## src/rtl/adex_pkg.sv

```systemverilog
// Shared definitions for the AdEx parameter sequencer: state encoding,
// bank geometry, parameter indices, reset defaults and loader limits.
package adex_pkg;

    localparam int unsigned BANK_DEPTH     = 8;
    localparam int unsigned BANK_AW        = 3;
    localparam int unsigned BYTE_W         = 8;
    localparam int unsigned NIB_W          = 4;
    localparam int unsigned K_W            = 5;
    localparam int unsigned K_LAST         = 17;   // header + 16 nibbles + footer
    localparam int unsigned NUM_EDGES      = 18;
    localparam int unsigned WATCHDOG_LIMIT = 4000; // neuron loader watchdog, cycles

    localparam logic [NIB_W-1:0] FOOTER_NIB_DFLT = 4'hF;

    localparam logic [BANK_AW-1:0] IDX_DELTAT = 3'd0;
    localparam logic [BANK_AW-1:0] IDX_TAUW   = 3'd1;
    localparam logic [BANK_AW-1:0] IDX_A      = 3'd2;
    localparam logic [BANK_AW-1:0] IDX_B      = 3'd3;
    localparam logic [BANK_AW-1:0] IDX_VRESET = 3'd4;
    localparam logic [BANK_AW-1:0] IDX_VT     = 3'd5;
    localparam logic [BANK_AW-1:0] IDX_IBIAS  = 3'd6;
    localparam logic [BANK_AW-1:0] IDX_C      = 3'd7;

    typedef enum logic [2:0] {
        ST_IDLE,
        ST_DROP,
        ST_ARM,
        ST_LO,
        ST_HI,
        ST_DONE
    } seq_state_e;

    // Power-on value of each bank entry.
    function automatic logic [BYTE_W-1:0] bank_default(input logic [BANK_AW-1:0] idx);
        logic [BYTE_W-1:0] v;
        case (idx)
            IDX_DELTAT: v = 8'd130;
            IDX_TAUW:   v = 8'd100;
            IDX_A:      v = 8'd1;
            IDX_B:      v = 8'd5;
            IDX_VRESET: v = 8'd63;
            IDX_VT:     v = 8'd78;
            IDX_IBIAS:  v = 8'd180;
            default:    v = 8'd10;   // IDX_C
        endcase
        return v;
    endfunction

endpackage

```

## src/rtl/adex_param_sequencer_if.sv

```systemverilog
// Host/neuron signal bundle of the parameter sequencer.
// master: host side (drives writes/commands, observes neuron drive and status)
// slave : sequencer side
interface adex_param_sequencer_if;
    import adex_pkg::*;

    logic                 wr_en;
    logic [BANK_AW-1:0]   wr_addr;
    logic [BYTE_W-1:0]    wr_data;
    logic                 start;
    logic                 abort;
    logic                 run_req;
    logic                 load_mode;
    logic                 load_enable;
    logic [NIB_W-1:0]     nibble;
    logic                 enable_core;
    logic                 busy;
    logic                 done;

    modport master (
        output wr_en, wr_addr, wr_data, start, abort, run_req,
        input  load_mode, load_enable, nibble, enable_core, busy, done
    );

    modport slave (
        input  wr_en, wr_addr, wr_data, start, abort, run_req,
        output load_mode, load_enable, nibble, enable_core, busy, done
    );

endinterface

```

## src/rtl/adex_param_bank.sv

```systemverilog
// 8x8 parameter register file with reset defaults.
// Ports: clk, rst_n; wr_en/wr_addr/wr_data write port; rd_idx -> rd_data_c
// combinational read.
module adex_param_bank
    import adex_pkg::*;
(
    input  logic               clk,
    input  logic               rst_n,
    input  logic               wr_en,
    input  logic [BANK_AW-1:0] wr_addr,
    input  logic [BYTE_W-1:0]  wr_data,
    input  logic [BANK_AW-1:0] rd_idx,
    output logic [BYTE_W-1:0]  rd_data_c
);

    logic [BYTE_W-1:0] mem_q [BANK_DEPTH];

    // Storage: defaults on reset, single write port.
    always_ff @(posedge clk or negedge rst_n) begin
        if (!rst_n) begin
            for (int i = 0; i < BANK_DEPTH; i++) begin
                mem_q[i] <= bank_default(BANK_AW'(i));
            end
        end else if (wr_en) begin
            mem_q[wr_addr] <= wr_data;
        end
    end

    assign rd_data_c = mem_q[rd_idx];

endmodule

```

## src/rtl/adex_param_sequencer.sv

```systemverilog
// Replays the parameter bank into the AdEx neuron's nibble-serial loader
// (header, 16 nibbles, footer) and holds the core disabled while loading.
// Ports: clk, rst_n; bus (slave): host writes/start/abort/run_req in,
// load_mode/load_enable/nibble/enable_core/busy/done out (all registered).
module adex_param_sequencer
    import adex_pkg::*;
#(
    parameter int unsigned      STROBE_LO  = 2,
    parameter int unsigned      STROBE_HI  = 1,
    parameter logic [NIB_W-1:0] FOOTER_NIB = FOOTER_NIB_DFLT
) (
    input  logic                  clk,
    input  logic                  rst_n,
    adex_param_sequencer_if.slave bus
);

    localparam int unsigned PH_MAX      = (STROBE_LO > STROBE_HI) ? STROBE_LO : STROBE_HI;
    localparam int unsigned PH_W        = (PH_MAX > 1) ? $clog2(PH_MAX) : 1;
    localparam int unsigned LOAD_CYCLES = NUM_EDGES * (STROBE_LO + STROBE_HI) + 1;

    // Parameter legality.
    if (STROBE_LO < 2) begin : g_chk_lo
        $error("STROBE_LO must be >= 2");
    end
    if (STROBE_HI < 1) begin : g_chk_hi
        $error("STROBE_HI must be >= 1");
    end
    if (LOAD_CYCLES >= WATCHDOG_LIMIT) begin : g_chk_wdog
        $error("load length exceeds neuron loader watchdog");
    end

    seq_state_e        state_q, state_d;
    logic [K_W-1:0]    k_q, k_d;
    logic [PH_W-1:0]   ph_q, ph_d;

    logic              load_mode_q, load_mode_d;
    logic              load_enable_q, load_enable_d;
    logic [NIB_W-1:0]  nibble_q, nibble_d;
    logic              enable_core_q, enable_core_d;
    logic              busy_q, busy_d;
    logic              done_q, done_d;

    logic [BANK_AW-1:0] rd_idx_c;
    logic [BYTE_W-1:0]  bank_rd_c;
    logic [NIB_W-1:0]   nib_sel_c;
    logic               bank_wr_c;

    function automatic logic at_rest(input seq_state_e s);
        return (s == ST_IDLE) || (s == ST_DONE);
    endfunction

    // Writes only land while no load is in flight.
    assign bank_wr_c = bus.wr_en && at_rest(state_q);
    // Edge k (1..16) reads byte (k-1)/2; k=0 index is don't-care.
    assign rd_idx_c  = BANK_AW'((k_d - K_W'(1)) >> 1);

    adex_param_bank u_bank (
        .clk       (clk),
        .rst_n     (rst_n),
        .wr_en     (bank_wr_c),
        .wr_addr   (bus.wr_addr),
        .wr_data   (bus.wr_data),
        .rd_idx    (rd_idx_c),
        .rd_data_c (bank_rd_c)
    );

    // Nibble for edge k: header, high/low byte halves, footer.
    always_comb begin
        nib_sel_c = bank_rd_c[3:0];
        if (k_d == '0) begin
            nib_sel_c = '0;
        end else if (k_d == K_W'(K_LAST)) begin
            nib_sel_c = FOOTER_NIB;
        end else if (k_d[0]) begin
            nib_sel_c = bank_rd_c[7:4];
        end
    end

    // Next state, edge counter and strobe phase counter.
    always_comb begin
        state_d = state_q;
        k_d     = k_q;
        ph_d    = ph_q;
        case (state_q)
            ST_IDLE: begin
                if (bus.start) begin
                    state_d = ST_ARM;
                    k_d     = '0;
                    ph_d    = '0;
                end
            end
            ST_DROP: begin
                state_d = ST_ARM;
                k_d     = '0;
                ph_d    = '0;
            end
            ST_ARM: begin
                state_d = ST_LO;
                k_d     = '0;
                ph_d    = '0;
            end
            ST_LO: begin
                if (ph_q == PH_W'(STROBE_LO - 1)) begin
                    state_d = ST_HI;
                    ph_d    = '0;
                end else begin
                    ph_d = ph_q + PH_W'(1);
                end
            end
            ST_HI: begin
                if (ph_q == PH_W'(STROBE_HI - 1)) begin
                    ph_d = '0;
                    if (k_q == K_W'(K_LAST)) begin
                        state_d = ST_DONE;
                    end else begin
                        state_d = ST_LO;
                        k_d     = k_q + K_W'(1);
                    end
                end else begin
                    ph_d = ph_q + PH_W'(1);
                end
            end
            ST_DONE: begin
                if (bus.start) begin
                    state_d = ST_DROP;
                end
            end
            default: begin
                state_d = ST_IDLE;
                k_d     = '0;
                ph_d    = '0;
            end
        endcase
        if (bus.abort) begin
            state_d = ST_IDLE;
            k_d     = '0;
            ph_d    = '0;
        end
    end

    // Output decode from the state being entered, so registers line up with it.
    always_comb begin
        load_mode_d   = state_d inside {ST_ARM, ST_LO, ST_HI, ST_DONE};
        load_enable_d = (state_d == ST_HI);
        busy_d        = state_d inside {ST_DROP, ST_ARM, ST_LO, ST_HI};
        done_d        = (state_d == ST_DONE);
        nibble_d      = load_mode_d ? nib_sel_c : '0;
        // Falls on entry to DROP/ARM; rises one cycle after DONE is reached.
        enable_core_d = bus.run_req && at_rest(state_q) && at_rest(state_d);
    end

    // State and output registers.
    always_ff @(posedge clk or negedge rst_n) begin
        if (!rst_n) begin
            state_q       <= ST_IDLE;
            k_q           <= '0;
            ph_q          <= '0;
            load_mode_q   <= 1'b0;
            load_enable_q <= 1'b0;
            nibble_q      <= '0;
            enable_core_q <= 1'b0;
            busy_q        <= 1'b0;
            done_q        <= 1'b0;
        end else begin
            state_q       <= state_d;
            k_q           <= k_d;
            ph_q          <= ph_d;
            load_mode_q   <= load_mode_d;
            load_enable_q <= load_enable_d;
            nibble_q      <= nibble_d;
            enable_core_q <= enable_core_d;
            busy_q        <= busy_d;
            done_q        <= done_d;
        end
    end

    assign bus.load_mode   = load_mode_q;
    assign bus.load_enable = load_enable_q;
    assign bus.nibble      = nibble_q;
    assign bus.enable_core = enable_core_q;
    assign bus.busy        = busy_q;
    assign bus.done        = done_q;

endmodule
```

## src/flat_wrapper.sv

```systemverilog
// flat-port wrapper written by rule: the top's interface ports become plain ports
module adex_param_sequencer_flat import adex_pkg::*;
#(
    parameter int unsigned      STROBE_LO  = 2,
    parameter int unsigned      STROBE_HI  = 1,
    parameter logic [NIB_W-1:0] FOOTER_NIB = FOOTER_NIB_DFLT
)
  (clk, rst_n, bus_wr_en, bus_wr_addr, bus_wr_data, bus_start, bus_abort, bus_run_req, bus_load_mode, bus_load_enable, bus_nibble, bus_enable_core, bus_busy, bus_done);
  adex_param_sequencer_if bus_i ();
  input  logic clk;
  input  logic rst_n;
  input wire logic [$bits(bus_i.wr_en)-1:0] bus_wr_en;
  input wire logic [$bits(bus_i.wr_addr)-1:0] bus_wr_addr;
  input wire logic [$bits(bus_i.wr_data)-1:0] bus_wr_data;
  input wire logic [$bits(bus_i.start)-1:0] bus_start;
  input wire logic [$bits(bus_i.abort)-1:0] bus_abort;
  input wire logic [$bits(bus_i.run_req)-1:0] bus_run_req;
  output wire logic [$bits(bus_i.load_mode)-1:0] bus_load_mode;
  output wire logic [$bits(bus_i.load_enable)-1:0] bus_load_enable;
  output wire logic [$bits(bus_i.nibble)-1:0] bus_nibble;
  output wire logic [$bits(bus_i.enable_core)-1:0] bus_enable_core;
  output wire logic [$bits(bus_i.busy)-1:0] bus_busy;
  output wire logic [$bits(bus_i.done)-1:0] bus_done;
  assign bus_i.wr_en = bus_wr_en;
  assign bus_i.wr_addr = bus_wr_addr;
  assign bus_i.wr_data = bus_wr_data;
  assign bus_i.start = bus_start;
  assign bus_i.abort = bus_abort;
  assign bus_i.run_req = bus_run_req;
  assign bus_load_mode = bus_i.load_mode;
  assign bus_load_enable = bus_i.load_enable;
  assign bus_nibble = bus_i.nibble;
  assign bus_enable_core = bus_i.enable_core;
  assign bus_busy = bus_i.busy;
  assign bus_done = bus_i.done;
  adex_param_sequencer #(.STROBE_LO(STROBE_LO), .STROBE_HI(STROBE_HI), .FOOTER_NIB(FOOTER_NIB)) u_core (.clk(clk), .rst_n(rst_n), .bus(bus_i));
endmodule
```

## config.mk

```make
export PLATFORM = sky130hd
export DESIGN_NAME = adex_param_sequencer_flat
export DESIGN_NICKNAME = d
export VERILOG_FILES = /design/src/rtl/adex_pkg.sv /design/src/rtl/adex_param_sequencer_if.sv /design/src/rtl/adex_param_bank.sv /design/src/rtl/adex_param_sequencer.sv /design/src/flat_wrapper.sv
export SDC_FILE = /design/constraint.sdc
export NUM_CORES = 1
export LEC_CHECK = 0
export CAP_MARGIN = 10
export CORE_ASPECT_RATIO = 0.5
export CORE_UTILIZATION = 35
export DETAILED_ROUTE_END_ITERATION = 6
export MAX_ROUTING_LAYER = met4
export SETUP_SLACK_MARGIN = 0.2
export SKIP_CTS_REPAIR_TIMING = 1
export SYNTH_ARGS = -nofsm -noshare
export SYNTH_HDL_FRONTEND = slang
export SYNTH_SLANG_ARGS = --single-unit
```

## constraint.sdc

```tcl
create_clock -name clk -period 4.9 [get_ports clk]
set_clock_uncertainty 0.15 [all_clocks]
set_input_delay 0.735 -clock clk [delete_from_list [all_inputs] [get_ports clk]]
set_output_delay 0.735 -clock clk [all_outputs]
set_load 0.02 [all_outputs]
```

Word level (Yosys, flattened, before mapping)

Index checks and enable logic that the tools add are counted.

Add/sub/neg operators: 3
Order comparisons: 3
Equality and inequality tests: 14
Mux-type cells: 27
Bitwise operators: 2
Reductions and logical operators: 13

Operators with widths:

| operator            | number |
|---|---|
| $bwmux 64           | 1 |
| $bmux 8 s3          | 1 |
| $demux 8 s3         | 1 |
| $mux 8              | 3 |
| $mux 5              | 4 |
| $mux 3              | 6 |
| $pmux 3 s6          | 1 |
| $mux 4              | 4 |
| $pmux 5 s3          | 1 |
| $eq 3x2->1 const B  | 4 |
| $eq 3x3->1 const B  | 4 |
| $eq 5x5->1 const B  | 2 |
| $ge 4x4->1 const B  | 2 |
| $not 3->4           | 2 |
| $reduce_bool 4->1   | 2 |
| $eq 3x1->1 const B  | 2 |
| $logic_not 3->1     | 2 |
| $add 5x1->5 const B | 1 |
| $logic_not 5->1     | 1 |
| $logic_and 1x1->1   | 4 |
| $lt 4x1->1 const B  | 1 |
| $mux 1              | 4 |
| $pmux 1 s4          | 1 |
| $sub 4x1->4 const B | 1 |
| other kinds (6)     | 7 |

Register bits: 82
Input bits: 17
Output and inout port bits: 9
Word-level logic and storage cells: 79

Depth between registers and ports, before layout

Gate-level depths: netlist of the first run.

Depth after elaboration: 14
Gate-level depth with buffers: 15
Depth with buffers taken out: 13

Modules after synthesis

A second synthesis of the first run with hierarchy kept.

Cells, all modules: 290
Area total of the unflattened synthesis: 4240.3 sq um

Modules (own cells, without submodules):

| module               | times used | cells an instance | area an instance (sq um) | seq. area each (sq um) |
|---|---|---|---|---|
| adex_param_bank      | 1          | 172               | 3022.9                   | 1631.6 |
| adex_param_sequencer | 1          | 118               | 1217.4                   | 450.4 |

Least setup slack after synthesis of the first run

OpenSTA, ideal clock, no wires.

Kind: input port to flip-flop
Start point: input bus_start
End point: register u_core.nibble_q[1], in the netlist u_core.bus.nibble[1]
Setup time: 0.123 ns
Data arrival time: 3.336 ns
Required time: 4.627 ns
Setup slack: 1.291 ns
Cell stages on the path: 12
Path buffers: 2
Path through: nor3_2 > o221ai_1 > o211ai_1 > and2_1 > inv_2 > buf_2 > ha_1 > xor2_2 > buf_6 > mux2_2 > mux4_2 > o221a_1

Cells in the longest elaborated chain, start to end: 12
Elaborated cells between the ends (all ways): 23
Classes of those cells: add/sub: 1; eq/ne: 5; mux: 14; bitwise: 1; reduce/logical: 2

RTL lines:

| item                                      | line                        | text |
|---|---|---|
| start, declared                           | flat_wrapper.sv:15          | `input wire logic [$bits(bus_i.start)-1:0] bus_start;` |
| $mux 5                                    | adex_param_sequencer.sv:86  | `if (bus.start) begin` |
| $pmux 5 s3                                | adex_param_sequencer.sv:84  | `case (state_q)` |
| $mux 5                                    | adex_param_sequencer.sv:134 | `if (bus.abort) begin` |
| $sub 4x1->4                               | adex_param_sequencer.sv:55  | `assign rd_idx_c = BANK_AW'((k_d - K_W'(1)) >> 1);` |
| $not 3->4 (not written as such)           | adex_param_bank.sv:29       | `assign rd_data_c = mem_q[rd_idx];` |
| $bmux 8 s3                                | adex_param_bank.sv:29       |  |
| $mux 8 (not written as such) (2 in a row) | adex_param_bank.sv:29       |  |
| $mux 4                                    | adex_param_sequencer.sv:74  | `end else if (k_d[0]) begin` |
| $mux 4                                    | adex_param_sequencer.sv:72  | `end else if (k_d == K_W'(K_LAST)) begin` |
| $mux 4                                    | adex_param_sequencer.sv:70  | `if (k_d == '0) begin` |
| $mux 4 (*)                                | adex_param_sequencer.sv:147 | `nibble_d = load_mode_d ? nib_sel_c : '0;` |
| via u_core.nibble_d[1]                    | adex_param_sequencer.sv:38  | `logic [NIB_W-1:0] nibble_q, nibble_d;` |
| end signal, assigned                      | adex_param_sequencer.sv:170 | `nibble_q <= nibble_d;` |
| end, declared                             | adex_param_sequencer.sv:38  |  |

The timed path passes the listed nets; every way through them passes the cells marked *. The select of a mux whose other input is x is not followed.
A chain may end at the register's enable or synchronous reset.

Worst setup path after layout of the first run

Start point: register u_core.k_q[0]
End point: register u_core.nibble_q[1], in the netlist u_core.bus.nibble[1]

Cells in the longest elaborated chain, start to end: 14
Elaborated cells between the ends (all ways): 27
Classes of those cells: add/sub: 2; eq/ne: 6; mux: 16; bitwise: 1; reduce/logical: 2

RTL lines:

| item                                             | line                                                     | text |
|---|---|---|
| start, declared                                  | adex_param_sequencer.sv:33                               | `logic [K_W-1:0] k_q, k_d;` |
| start signal, assigned                           | adex_param_sequencer.sv:166                              | `k_q <= k_d;` |
| $add 5x1->5 / $eq 5x5->1 (equally long branches) | adex_param_sequencer.sv:117, adex_param_sequencer.sv:113 |  |
| $mux 5                                           | adex_param_sequencer.sv:113                              | `if (k_q == K_W'(K_LAST)) begin` |
| $mux 5                                           | adex_param_sequencer.sv:111                              | `if (ph_q == PH_W'(STROBE_HI - 1)) begin` |
| $pmux 5 s3                                       | adex_param_sequencer.sv:84                               |  |
| $mux 5                                           | adex_param_sequencer.sv:134                              |  |
| $sub 4x1->4                                      | adex_param_sequencer.sv:55                               |  |
| $not 3->4 (not written as such)                  | adex_param_bank.sv:29                                    |  |
| $bmux 8 s3                                       | adex_param_bank.sv:29                                    |  |
| $mux 8 (not written as such) (2 in a row)        | adex_param_bank.sv:29                                    |  |
| $mux 4                                           | adex_param_sequencer.sv:74                               |  |
| $mux 4                                           | adex_param_sequencer.sv:72                               |  |
| $mux 4                                           | adex_param_sequencer.sv:70                               |  |
| $mux 4 (*)                                       | adex_param_sequencer.sv:147                              |  |
| via u_core.nibble_d[1]                           | adex_param_sequencer.sv:38                               |  |

Marked as above.

==> impl_metrics.env, run 1 <==
export IMPL_status="finished, final reports clean"
export IMPL_synthDominantAreaCellType="dfrtp_1"
export IMPL_tritoncts_num_buffers=9
export IMPL_async_reset_ff_share_pct=100
export IMPL_largest_net_degree_at_the_start_of_global_routing=83
export IMPL_dr_total_vias=2768
export IMPL_h_tree_depth=3
export IMPL_synth_seq_cells=82
export IMPL_tritoncts="done"
export IMPL_timing_critical_path_required_ns=5.01
export IMPL_critical_path_slowest_stage_cell="ha_1"
export IMPL_timing_reg2reg_worst_path_depth=11
export IMPL_synth_cell_area_sq_um=4150
export IMPL_synth_enable_flop_cells=0
export IMPL_clk_insertion_delay_late_ns=0.33
export IMPL_worst_pin_slew_ns=1.02
export IMPL_worst_endpoint_arrival_ns=4.16
export IMPL_cts_root_buffer_cell="clkbuf_16"
export IMPL_path_cells="ha_1, nor4bb_1, o21ai_0, nand2_1, a21oi_1, nand2b_1, ha_1, inv_1, and3_1, o41ai_1, o221a_1"
export IMPL_port_buffers=25
export IMPL_hold_depth=1
export IMPL_detail_route_wl_per_cell_um=17.3
export IMPL_final_wtd_congestion=0.823
export IMPL_post_route_drc=0
export IMPL_finalWorstPathRequiredPeriod_ns=4.05
export IMPL_power_per_cell_area_nw_per_um2=407
export IMPL_setup_repair_after_global_routing_missed_its_margin="false"
export IMPL_antenna_found_initial=0
export IMPL_synth_sequential_area_ratio_pct=50.2
export IMPL_final_setup_tns_ns=0
export IMPL_timing_critical_path_buf_inv=1
export IMPL_post_synthesis_instance_total=335
export IMPL_post_route_period_util_pct=82.6
export IMPL_dieArea_sq_um=12300
export IMPL_start_kind="flop"
export IMPL_first_iter_violations=108
export IMPL_finalWirelength_um=9150
export IMPL_dpl_hpwl_um=6230
export IMPL_boundary_pins=26
export IMPL_worst_setup_path_type="reg -> reg"
export IMPL_critical_path_peak_fanout=12
export IMPL_fmaxAchievable_mhz=247
export IMPL_cts_sinks=82
export IMPL_cts_root_to_sink_buffers=2
export IMPL_syn_avg_cell_area_sq_um=12.4
export IMPL_die_height_um=79.0
export IMPL_number_of_nets_in_the_layout=386
export IMPL_yosysWarnings=0
export IMPL_yosys_area_top_type_share_pct=35.0
export IMPL_setup_violations_final=0
export IMPL_synth_top_cells_by_area="dfrtp_1, mux2_2, dfstp_2"
export IMPL_wire_length_of_the_first_global_routing_pass_um=15200
export IMPL_grt_ovfl_total=0
export IMPL_layout_cell_share_with_drive_strength_beyond_1_pct=35.5
export IMPL_viasPerCell=5.24
export IMPL_synthDistinctLibCells=61
export IMPL_floorplan_core_area_sq_um=11200
export IMPL_detail_route_first_pass_iterations=4
export IMPL_area_delta_synth_final_pct=18.1
export IMPL_power_leakage_nw=2.08
export IMPL_globalRouteTotalUtil_pct=16.8
export IMPL_relSlewSlack_pct=32.1
export IMPL_synth_fp_nets=357
export IMPL_yosys_most_used_dff="dfrtp_1"
export IMPL_floorplan_rows=27
export IMPL_path_category_of_the_worst_min_delay_check="reg -> reg"
export IMPL_p_total_w=0.00200
export IMPL_clk_pin_slew_ns=0.06
export IMPL_slew_viol_final=0
export IMPL_critPathMaxStageDelay_ns=0.58
export IMPL_maxCapViolations=0
export IMPL_critical_path_cell_count=11
export IMPL_antenna_diode_count=0
export IMPL_ir_drop_v=0.000182
export IMPL_crit_family="compound AO/OA/AOI/OAI gates"
export IMPL_critical_path_top_cell_by_count="ha_1"
export IMPL_postRouteAntennaNets=0
export IMPL_kind_of_end_point_of_the_critical_path="flop"
export IMPL_initial_utilization_pct=36.9
export IMPL_chipWidth_um=156
export IMPL_hold_violations=0
export IMPL_vias_in_the_first_global_route=2940
==> worst register-to-register path, cell delays in order, from the launching register on <==
cell	delay [ns]
dfrtp_1	0.47
ha_1	0.21
nor4bb_1	0.53
o21ai_0	0.16
nand2_1	0.11
a21oi_1	0.10
nand2b_1	0.22
ha_1	0.58
inv_1	0.34
and3_1	0.25
o41ai_1	0.56
o221a_1	0.30
==> cells in the final DEF (no fill, tap or decap), types with 6 or more instances in the layout <==
cell	synthesis	routed
a21oi_1	9	9
and3_1	8	8
clkbuf_16	0	9
clkdlybuf4s50_1	0	24
dfrtp_1	58	58
dfstp_2	24	24
inv_1	11	11
mux2_2	74	74
nand2_1	17	17
nor2_1	20	20
nor3_1	6	6
or3_1	6	6
==> sequential cells by signal, summed over array words and instances, names as in the netlist, 3 cells and up <==
register	flops
u_core.bus.nibble	4
u_core.k_q	5
u_core.state_q	3
u_core.u_bank.mem_q	64
==> synthesized netlist by cell type, types with 3 or more instances <==
master      n
nor2_1     20
o221a_1     3
nor3_1      6
o2111ai_1   3
buf_6       3
inv_1      11
clkbuf_1    3
mux4_2      3
nand2_1    17
mux2_2     74
or3_1       6
o21ai_0     5
and3_1      8
o211ai_1    4
mux2i_1     3
buf_2       5
ha_1        5
nand3_1     5
dfstp_2    24
a21oi_1     9
dfrtp_1    58
nand2b_1    3
a211o_1     4
o41ai_1     3
==> layer usage <==
| metal | track usage, % | vias up | part of all wire [%] |
|---|---|---|---|
| met3 | 3.98 | 8 | 2.9 |
| met5 | - | - | 0 |
| met2 | 27.7 | 44 | 49 |
| li1 | - | 1301 | - |
| met4 | 5.00 | 0 | 0.95 |
| met1 | 20.6 | 1415 | 47 |
==> worst paths after layout <==
| check | to | slack, ns | from |
|---|---|---|---|
| max in group asynchronous | u_core.u_bank.mem_q[51] | 3.51 | rst_n |
| max reg2reg | u_core.bus.nibble[1] | 0.85 | u_core.k_q[0] |
| min | u_core.u_bank.mem_q[61] | 0.36 | u_core.u_bank.mem_q[61] |
| min in group asynchronous | u_core.u_bank.mem_q[31] | 0.43 | rst_n |
| max | u_core.bus.nibble[1] | 0.85 | u_core.k_q[0] |
| min reg2reg | u_core.u_bank.mem_q[61] | 0.36 | u_core.u_bank.mem_q[61] |
==> power by group <==
part	switching [W]	leakage, nW	total, W	internal, W
clock	0.000254	0.166	0.000765	0.000511
combinational	0.000111	0.927	0.000287	0.000176
sequential	0.0000792	0.986	0.000943	0.000864
==> through the flow <==
step / hold WS, ns / worst slack, ns / cells / cell area [sq um] / util [%]
finish: 0.355 / 0.851 / 528 / 4900 / 43.6
floorplan: 0.289 / 1.29 / 335 / 4150 / -
global route: 0.364 / 0.586 / 528 / 4900 / 43.6
CTS: 0.356 / 0.902 / 528 / 4900 / 43.6
detailed placement: 0.342 / 0.672 / 512 / 4560 / 40.5
global placement: 0.331 / 0.754 / 512 / 4560 / 40.5
==> cells by family (layout without fill, tap and decap cells) <==
kind of cell / count (synthesis) / after routing / synth area share (%)
buf+inv: 23 / 57 / 2.77
compound gates: 52 / 52 / 9.62
flops: 82 / 82 / 50.2
xor+xnor: 2 / 2 / 0.603
fa+ha+maj: 5 / 5 / 1.51
simple gates: 89 / 89 / 12.3
mux: 82 / 82 / 23.0
==> cell type report <==
| cell class | instances | area [sq um] |
|---|---|---|
| fill | 1010 | 6350 |
| tap | 159 | 199 |
| inverter | 12 | 45.0 |
| clock inverter | 5 | 103 |
| multi-input combinational | 230 | 1950 |
| clock buffer | 11 | 243 |
| sequential | 82 | 2080 |
| timing repair buffer | 29 | 278 |
Note: power is estimated with default switching activity, not from simulation.
==> run 2, diff against run 1 <==
==> constraint.sdc (replaced) <==
create_clock -name clk -period 3.35 [get_ports clk]
set_clock_uncertainty 0.15 [all_clocks]
set_input_delay 0.5025 -clock clk [delete_from_list [all_inputs] [get_ports clk]]
set_output_delay 0.5025 -clock clk [all_outputs]
set_load 0.02 [all_outputs]
==> run 2 against run 1 <==
Compared with the run above:
- clock-buffer cell count shrank 1
- combinational power grew 58%
- utilization grew 3.4 points
- first-iteration DRC count grew 21%
- cell count grew 6.1%
- sequential share of layout area shrank 3.0 points
- flip-flop and latch count is the same
- critical path depth is the same
- critical path type is now in -> reg
- critical endpoint unchanged
- sequential power grew 46%
- die area is the same
- routed wire length grew 6.9%
- worst setup slack lost 0.81 ns
==> impl_metrics.env, run 2 (synthesis gave the netlist of run 1 again) <==
export IMPL_status="finished, final reports clean"
export IMPL_tritoncts="done"
export IMPL_setup_repair_after_global_routing_missed_its_margin="true"
export IMPL_cellInternalPower_w=0.00227
export IMPL_combPwrFrac_pct=15.4
export IMPL_dieArea_sq_um=12300
export IMPL_post_route_drc=0
export IMPL_die_height_um=79.0
export IMPL_floorplan_core_area_sq_um=11200
export IMPL_met2_resource_use_gr_pct=28.4
export IMPL_final_wtd_congestion=0.815
export IMPL_worst_endpoint_arrival_ns=3.37
export IMPL_power_leakage_nw=2.26
export IMPL_post_route_period_util_pct=98.8
export IMPL_p_clk_share_pct=37.9
export IMPL_timing_critical_path_required_ns=3.41
export IMPL_path_category_of_the_worst_min_delay_check="in -> async"
export IMPL_grt_ovfl_total=0
export IMPL_antenna_diode_count=0
export IMPL_fillers=994
export IMPL_fmaxAchievable_mhz=302
export IMPL_kind_of_end_point_of_the_critical_path="flop"
export IMPL_seq_power_share_pct=46.7
export IMPL_cts_sinks=82
export IMPL_power_per_cell_area_nw_per_um2=558
export IMPL_hold_violations=0
export IMPL_largest_register_ffs=64
export IMPL_chipWidth_um=156
export IMPL_wire_length_of_the_first_global_routing_pass_um=15600
export IMPL_total_switching_power_w=0.000679
export IMPL_worst_pin_slew_ns=1.02
export IMPL_dr_total_vias=2967
export IMPL_switching_share_pct=23.1
export IMPL_use_met3_pct=3.93
export IMPL_layout_cell_share_with_drive_strength_beyond_1_pct=45.1
export IMPL_critical_path_peak_fanout=13
export IMPL_layout_cells_most_common_list="mux2_2, dfrtp_1, buf_4"
export IMPL_antenna_found_initial=0
export IMPL_placement_setup_worst_slack_ns=-0.323
export IMPL_detail_route_wl_per_cell_um=17.5
export IMPL_fin_util_pct=47.0
export IMPL_area_delta_synth_final_pct=27.4
export IMPL_use_met1_pct=21.4
export IMPL_start_kind="primary input"
export IMPL_first_iter_violations=131
export IMPL_largest_net_degree_at_the_start_of_global_routing=83
export IMPL_maxCapViolations=0
export IMPL_viasPerCell=5.30
export IMPL_area_used_by_multi_input_combinational_logic_sq_um=2080
export IMPL_layout_commonest_cell="mux2_2"
export IMPL_relSlewSlack_pct=32.0
export IMPL_port_buffers=25
export IMPL_boundary_pins=26
export IMPL_globalRouteTotalUtil_pct=17.2
export IMPL_cts_root_buffer_cell="clkbuf_16"
export IMPL_grt_most_used_layer="met2"
export IMPL_vias_in_the_first_global_route=3034
export IMPL_finalWorstPathRequiredPeriod_ns=3.31
export IMPL_initial_utilization_pct=36.9
export IMPL_top_register="u_core.u_bank.mem_q"
export IMPL_finalWirelength_um=9790
export IMPL_ff_latch_area_sq_um=2080
export IMPL_hold_slack_ns=0.210
export IMPL_clk_insertion_delay_late_ns=0.33
export IMPL_clk_pin_slew_ns=0.06
export IMPL_dpl_hpwl_um=6750
export IMPL_tritoncts_num_buffers=9
export IMPL_number_of_nets_in_the_layout=418
export IMPL_ir_drop_v=0.000227
export IMPL_worst_setup_path_type="in -> reg"
export IMPL_detail_route_first_pass_iterations=4
export IMPL_h_tree_depth=3
export IMPL_slew_viol_final=0
export IMPL_floorplan_rows=27
export IMPL_postRouteAntennaNets=0
export IMPL_setup_violations_final=0
export IMPL_cts_root_to_sink_buffers=2
export IMPL_setup_slack_after_layout_ns=0.0405
-- run 2: cell types whose count changed in the layout (fill, tap and decap cells not counted), moves of 2 or more --
cell,before,now
o41ai_1,3,0
dfrtp_1,58,56
o41ai_2,0,3
ha_1,5,2
a2111oi_0,2,0
ha_4,0,3
buf_4,5,36
dfrtp_2,0,2
-- run 2: power groups by stage --
stage          Sequential [W]  Clock (W)  Combinational [W]
2_1_floorplan         0.00135          0           0.000319
3_3_place_gp          0.00138          0           0.000411
3_5_place_dp          0.00139          0           0.000439
4_1_cts               0.00137    0.00114           0.000444
5_1_grt               0.00140    0.00120           0.000496
6_report              0.00138    0.00112           0.000453
-- run 2: final timing paths --
check	cells after the start	slack, ns	start	endpoint
max	11	0.04	bus_start	u_core.bus.nibble[1]
min	1	0.21	rst_n	u_core.u_bank.mem_q[0]
max reg2reg	11	0.07	u_core.state_q[0]	u_core.bus.nibble[1]
min reg2reg	1	0.35	u_core.u_bank.mem_q[11]	u_core.u_bank.mem_q[11]
max in group asynchronous	1	2.13	rst_n	u_core.state_q[0]
min in group clk	1	0.35	u_core.u_bank.mem_q[11]	u_core.u_bank.mem_q[11]
-- run 2: layer usage --
metal | part of all wire, % | vias up
met5 | 0 | -
met4 | 0.68 | 0
met3 | 3.6 | 7
met2 | 49 | 45
met1 | 47 | 1549
li1 | - | 1366
-- run 2: metrics by stage --
step | total power (W) | setup TNS [ns] | std cells | cell area [sq um]
after floorplan | 0.00167 | -0.216 | 335 | 4190
after global placement | 0.00179 | -0.917 | 542 | 4830
after detailed placement | 0.00183 | -1.14 | 542 | 4830
after CTS | 0.00296 | -0.105 | 558 | 5170
after global routing | 0.00310 | -0.0676 | 560 | 5290
final | 0.00295 | 0 | 560 | 5290
-- run 2: layout make-up --
| cell class | instances | share of cell area, % |
|---|---|---|
| Sequential cell | 82 | 39.4 |
| Multi-Input combinational cell | 230 | 39.4 |
| Timing Repair Buffer | 61 | 10.0 |
| Clock buffer | 10 | 4.33 |
| Tap cell | 159 | 3.76 |
| Clock inverter | 6 | 2.15 |
| Inverter | 12 | 0.852 |
-- run 2: worst max-delay path: stages --
cell             delay (ns)
clkdlybuf4s50_1        0.44
nor3_2                 0.23
buf_4                  0.18
a21oi_2                0.03
o311a_1                0.35
nand2b_4               0.20
xor2_4                 0.20
buf_12                 0.17
mux2_2                 0.34
mux4_2                 0.47
o221a_1                0.26
==> run 3, diff against run 2 <==
--- a/config.mk
+++ b/config.mk
@@ -8,6 +8,7 @@
 export CAP_MARGIN = 10
 export CORE_ASPECT_RATIO = 0.5
 export CORE_UTILIZATION = 35
+export CTS_CLUSTER_SIZE = 28
 export DETAILED_ROUTE_END_ITERATION = 6
 export MAX_ROUTING_LAYER = met4
 export SETUP_SLACK_MARGIN = 0.2
==> constraint.sdc (replaced) <==
create_clock -name clk -period 3.8 [get_ports clk]
set_clock_uncertainty 0.15 [all_clocks]
set_input_delay 0.57 -clock clk [delete_from_list [all_inputs] [get_ports clk]]
set_output_delay 0.57 -clock clk [all_outputs]
set_load 0.02 [all_outputs]
==> run 3 against run 2 <==
Compared with the run above:
- via count decreased by 4.9%
- cell area is 4.9% lower
- utilization down 2.3 points
- worst setup slack improved by 0.34 ns
- non-clock buffer count decreased by 19
- sequential share of layout area up 2.0 points
- first-iteration DRC count grew 22%
- combinational power decreased by 16%
- clock power is 17% lower
- largest cell class unchanged
==> impl_metrics.env, run 3 (synthesis gave the netlist of run 1 again) <==
export IMPL_status="finished, final reports clean"
export IMPL_clk_insertion_delay_late_ns=0.34
export IMPL_boundary_pins=26
export IMPL_finalWorstPathRequiredPeriod_ns=3.42
export IMPL_globalRouteTotalUtil_pct=17.1
export IMPL_grt_most_used_layer="met2"
export IMPL_top_register="u_core.u_bank.mem_q"
export IMPL_layout_cell_share_with_drive_strength_beyond_1_pct=39.8
export IMPL_postRouteAntennaNets=0
export IMPL_clk_pin_slew_ns=0.06
export IMPL_worst_endpoint_arrival_ns=3.49
export IMPL_dpl_hpwl_um=6490
export IMPL_dieArea_sq_um=12300
export IMPL_ff_latch_area_sq_um=2090
export IMPL_path_cells="ha_1, nand4bb_1, nand3_1, o211ai_1, and2_1, inv_2, ha_1, xor2_2, buf_12, mux2_2, mux4_2, o221a_1"
export IMPL_power_leakage_nw=2.14
export IMPL_fmaxAchievable_mhz=293
export IMPL_layout_cells_most_common_list="mux2_2, dfrtp_1, clkdlybuf4s50_1, dfstp_2, nor2_1"
export IMPL_ir_drop_v=0.000199
export IMPL_initial_utilization_pct=36.9
export IMPL_finalWirelength_um=9350
export IMPL_slew_viol_final=0
export IMPL_kind_of_end_point_of_the_critical_path="flop"
export IMPL_timing_critical_path_buf_inv=2
export IMPL_hold_violations=0
export IMPL_relSlewSlack_pct=32.9
export IMPL_final_setup_tns_ns=0
export IMPL_grt_ovfl_total=0
export IMPL_antenna_diode_count=0
export IMPL_path_category_of_the_worst_min_delay_check="in -> async"
export IMPL_critical_path_peak_fanout=13
export IMPL_chipWidth_um=156
export IMPL_power_per_cell_area_nw_per_um2=502
export IMPL_setup_repair_after_global_routing_missed_its_margin="false"
export IMPL_worst_setup_path_type="reg -> reg"
export IMPL_dr_total_vias=2823
export IMPL_tritoncts_num_buffers=9
export IMPL_detail_route_first_pass_iterations=4
export IMPL_use_met3_pct=3.49
export IMPL_start_kind="flop"
export IMPL_cts_root_to_sink_buffers=2
export IMPL_tritoncts="done"
export IMPL_fillers=1002
export IMPL_critPathMaxStageDelay_ns=0.48
export IMPL_number_of_nets_in_the_layout=399
export IMPL_hold_slack_ns=0.260
export IMPL_wire_length_of_the_first_global_routing_pass_um=15500
export IMPL_area_delta_synth_final_pct=21.2
export IMPL_viasPerCell=5.22
export IMPL_timing_critical_path_required_ns=3.87
export IMPL_final_cell_area_sq_um=5030
export IMPL_port_buffers=25
export IMPL_detailed_place_area_sq_um=4660
export IMPL_area_used_by_multi_input_combinational_logic_sq_um=1980
export IMPL_die_height_um=79.0
export IMPL_h_tree_depth=3
export IMPL_post_route_drc=0
export IMPL_crit_family="multiplexers"
export IMPL_critical_path_top_cell_by_count="ha_1"
export IMPL_cts_sinks=82
export IMPL_vias_in_the_first_global_route=2980
export IMPL_post_route_period_util_pct=90.0
export IMPL_antenna_found_initial=0
export IMPL_use_met1_pct=21.5
export IMPL_cts_root_buffer_cell="clkbuf_16"
export IMPL_final_wtd_congestion=0.812
export IMPL_largest_net_degree_at_the_start_of_global_routing=83
export IMPL_detail_route_wl_per_cell_um=17.3
export IMPL_critical_path_slowest_stage_cell="mux4_2"
export IMPL_setup_violations_final=0
export IMPL_met2_resource_use_gr_pct=27.4
export IMPL_floorplan_rows=27
export IMPL_floorplan_core_area_sq_um=11200
export IMPL_first_iter_violations=160
export IMPL_fin_util_pct=44.7
export IMPL_largest_register_ffs=64
export IMPL_maxCapViolations=0
export IMPL_worst_pin_slew_ns=1.01
export IMPL_layout_commonest_cell="mux2_2"
[run 3: changes by cell type in the layout (fill, tap and decap cells not counted), moves of 2 or more]
cell,before,now
a2111oi_0,0,2
ha_4,3,0
o41ai_2,3,1
buf_4,36,17
o41ai_1,0,2
ha_1,2,5
[run 3: power breakdown]
group / total [W] / switching, W / leakage (nW) / internal [W]
logic: 0.000380 / 0.000147 / 1.00 / 0.000233
registers: 0.00121 / 0.0000997 / 0.982 / 0.00111
clock network: 0.000932 / 0.000338 / 0.155 / 0.000594
[run 3: metal layers]
layer  up-vias  part of all wire, %  wire, um
met5         -                    0         0
met4         0                  1.8       169
met3        14                  2.8       263
met2        40                   47      4390
met1      1448                   48      4530
li1       1321                    -         -
[run 3: area by class of cell]
type | count | share of cell area (%)
tap | 159 | 3.96
inverter | 12 | 0.896
clock inverter | 6 | 1.77
multi-input combinational | 230 | 39.5
timing repair buffer | 42 | 7.71
sequential | 82 | 41.5
clock buffer | 10 | 4.75
[run 3: stage by stage]
stage,std cells,setup WS (ns),total power (W)
final,541,0.382,0.00253
after global routing,541,0.214,0.00266
after CTS,540,0.237,0.00255
after detailed placement,524,0.00934,0.00161
after global placement,524,0.0668,0.00157
after floorplan,335,0.229,0.00147
[run 3: worst paths after layout]
kind	end	cells past startpoint	slack (ns)	start
max	u_core.bus.nibble[1]	12	0.38	u_core.k_q[0]
min in group clk	u_core.u_bank.mem_q[21]	1	0.36	u_core.u_bank.mem_q[21]
min reg2reg	u_core.u_bank.mem_q[21]	1	0.36	u_core.u_bank.mem_q[21]
max reg2reg	u_core.bus.nibble[1]	12	0.38	u_core.k_q[0]
min	u_core.u_bank.mem_q[20]	1	0.26	rst_n
max in group asynchronous	u_core.state_q[2]	1	2.53	rst_n
[run 3: worst register-to-register path: cells and delay by family, from the launching register on]
family / cells / cell delay (ns)
flops: 1 / 0.46
fa+ha+maj: 2 / 0.43
xor+xnor: 1 / 0.20
buf+inv: 2 / 0.22
compound gates: 2 / 0.49
mux: 2 / 0.83
simple gates: 3 / 0.53
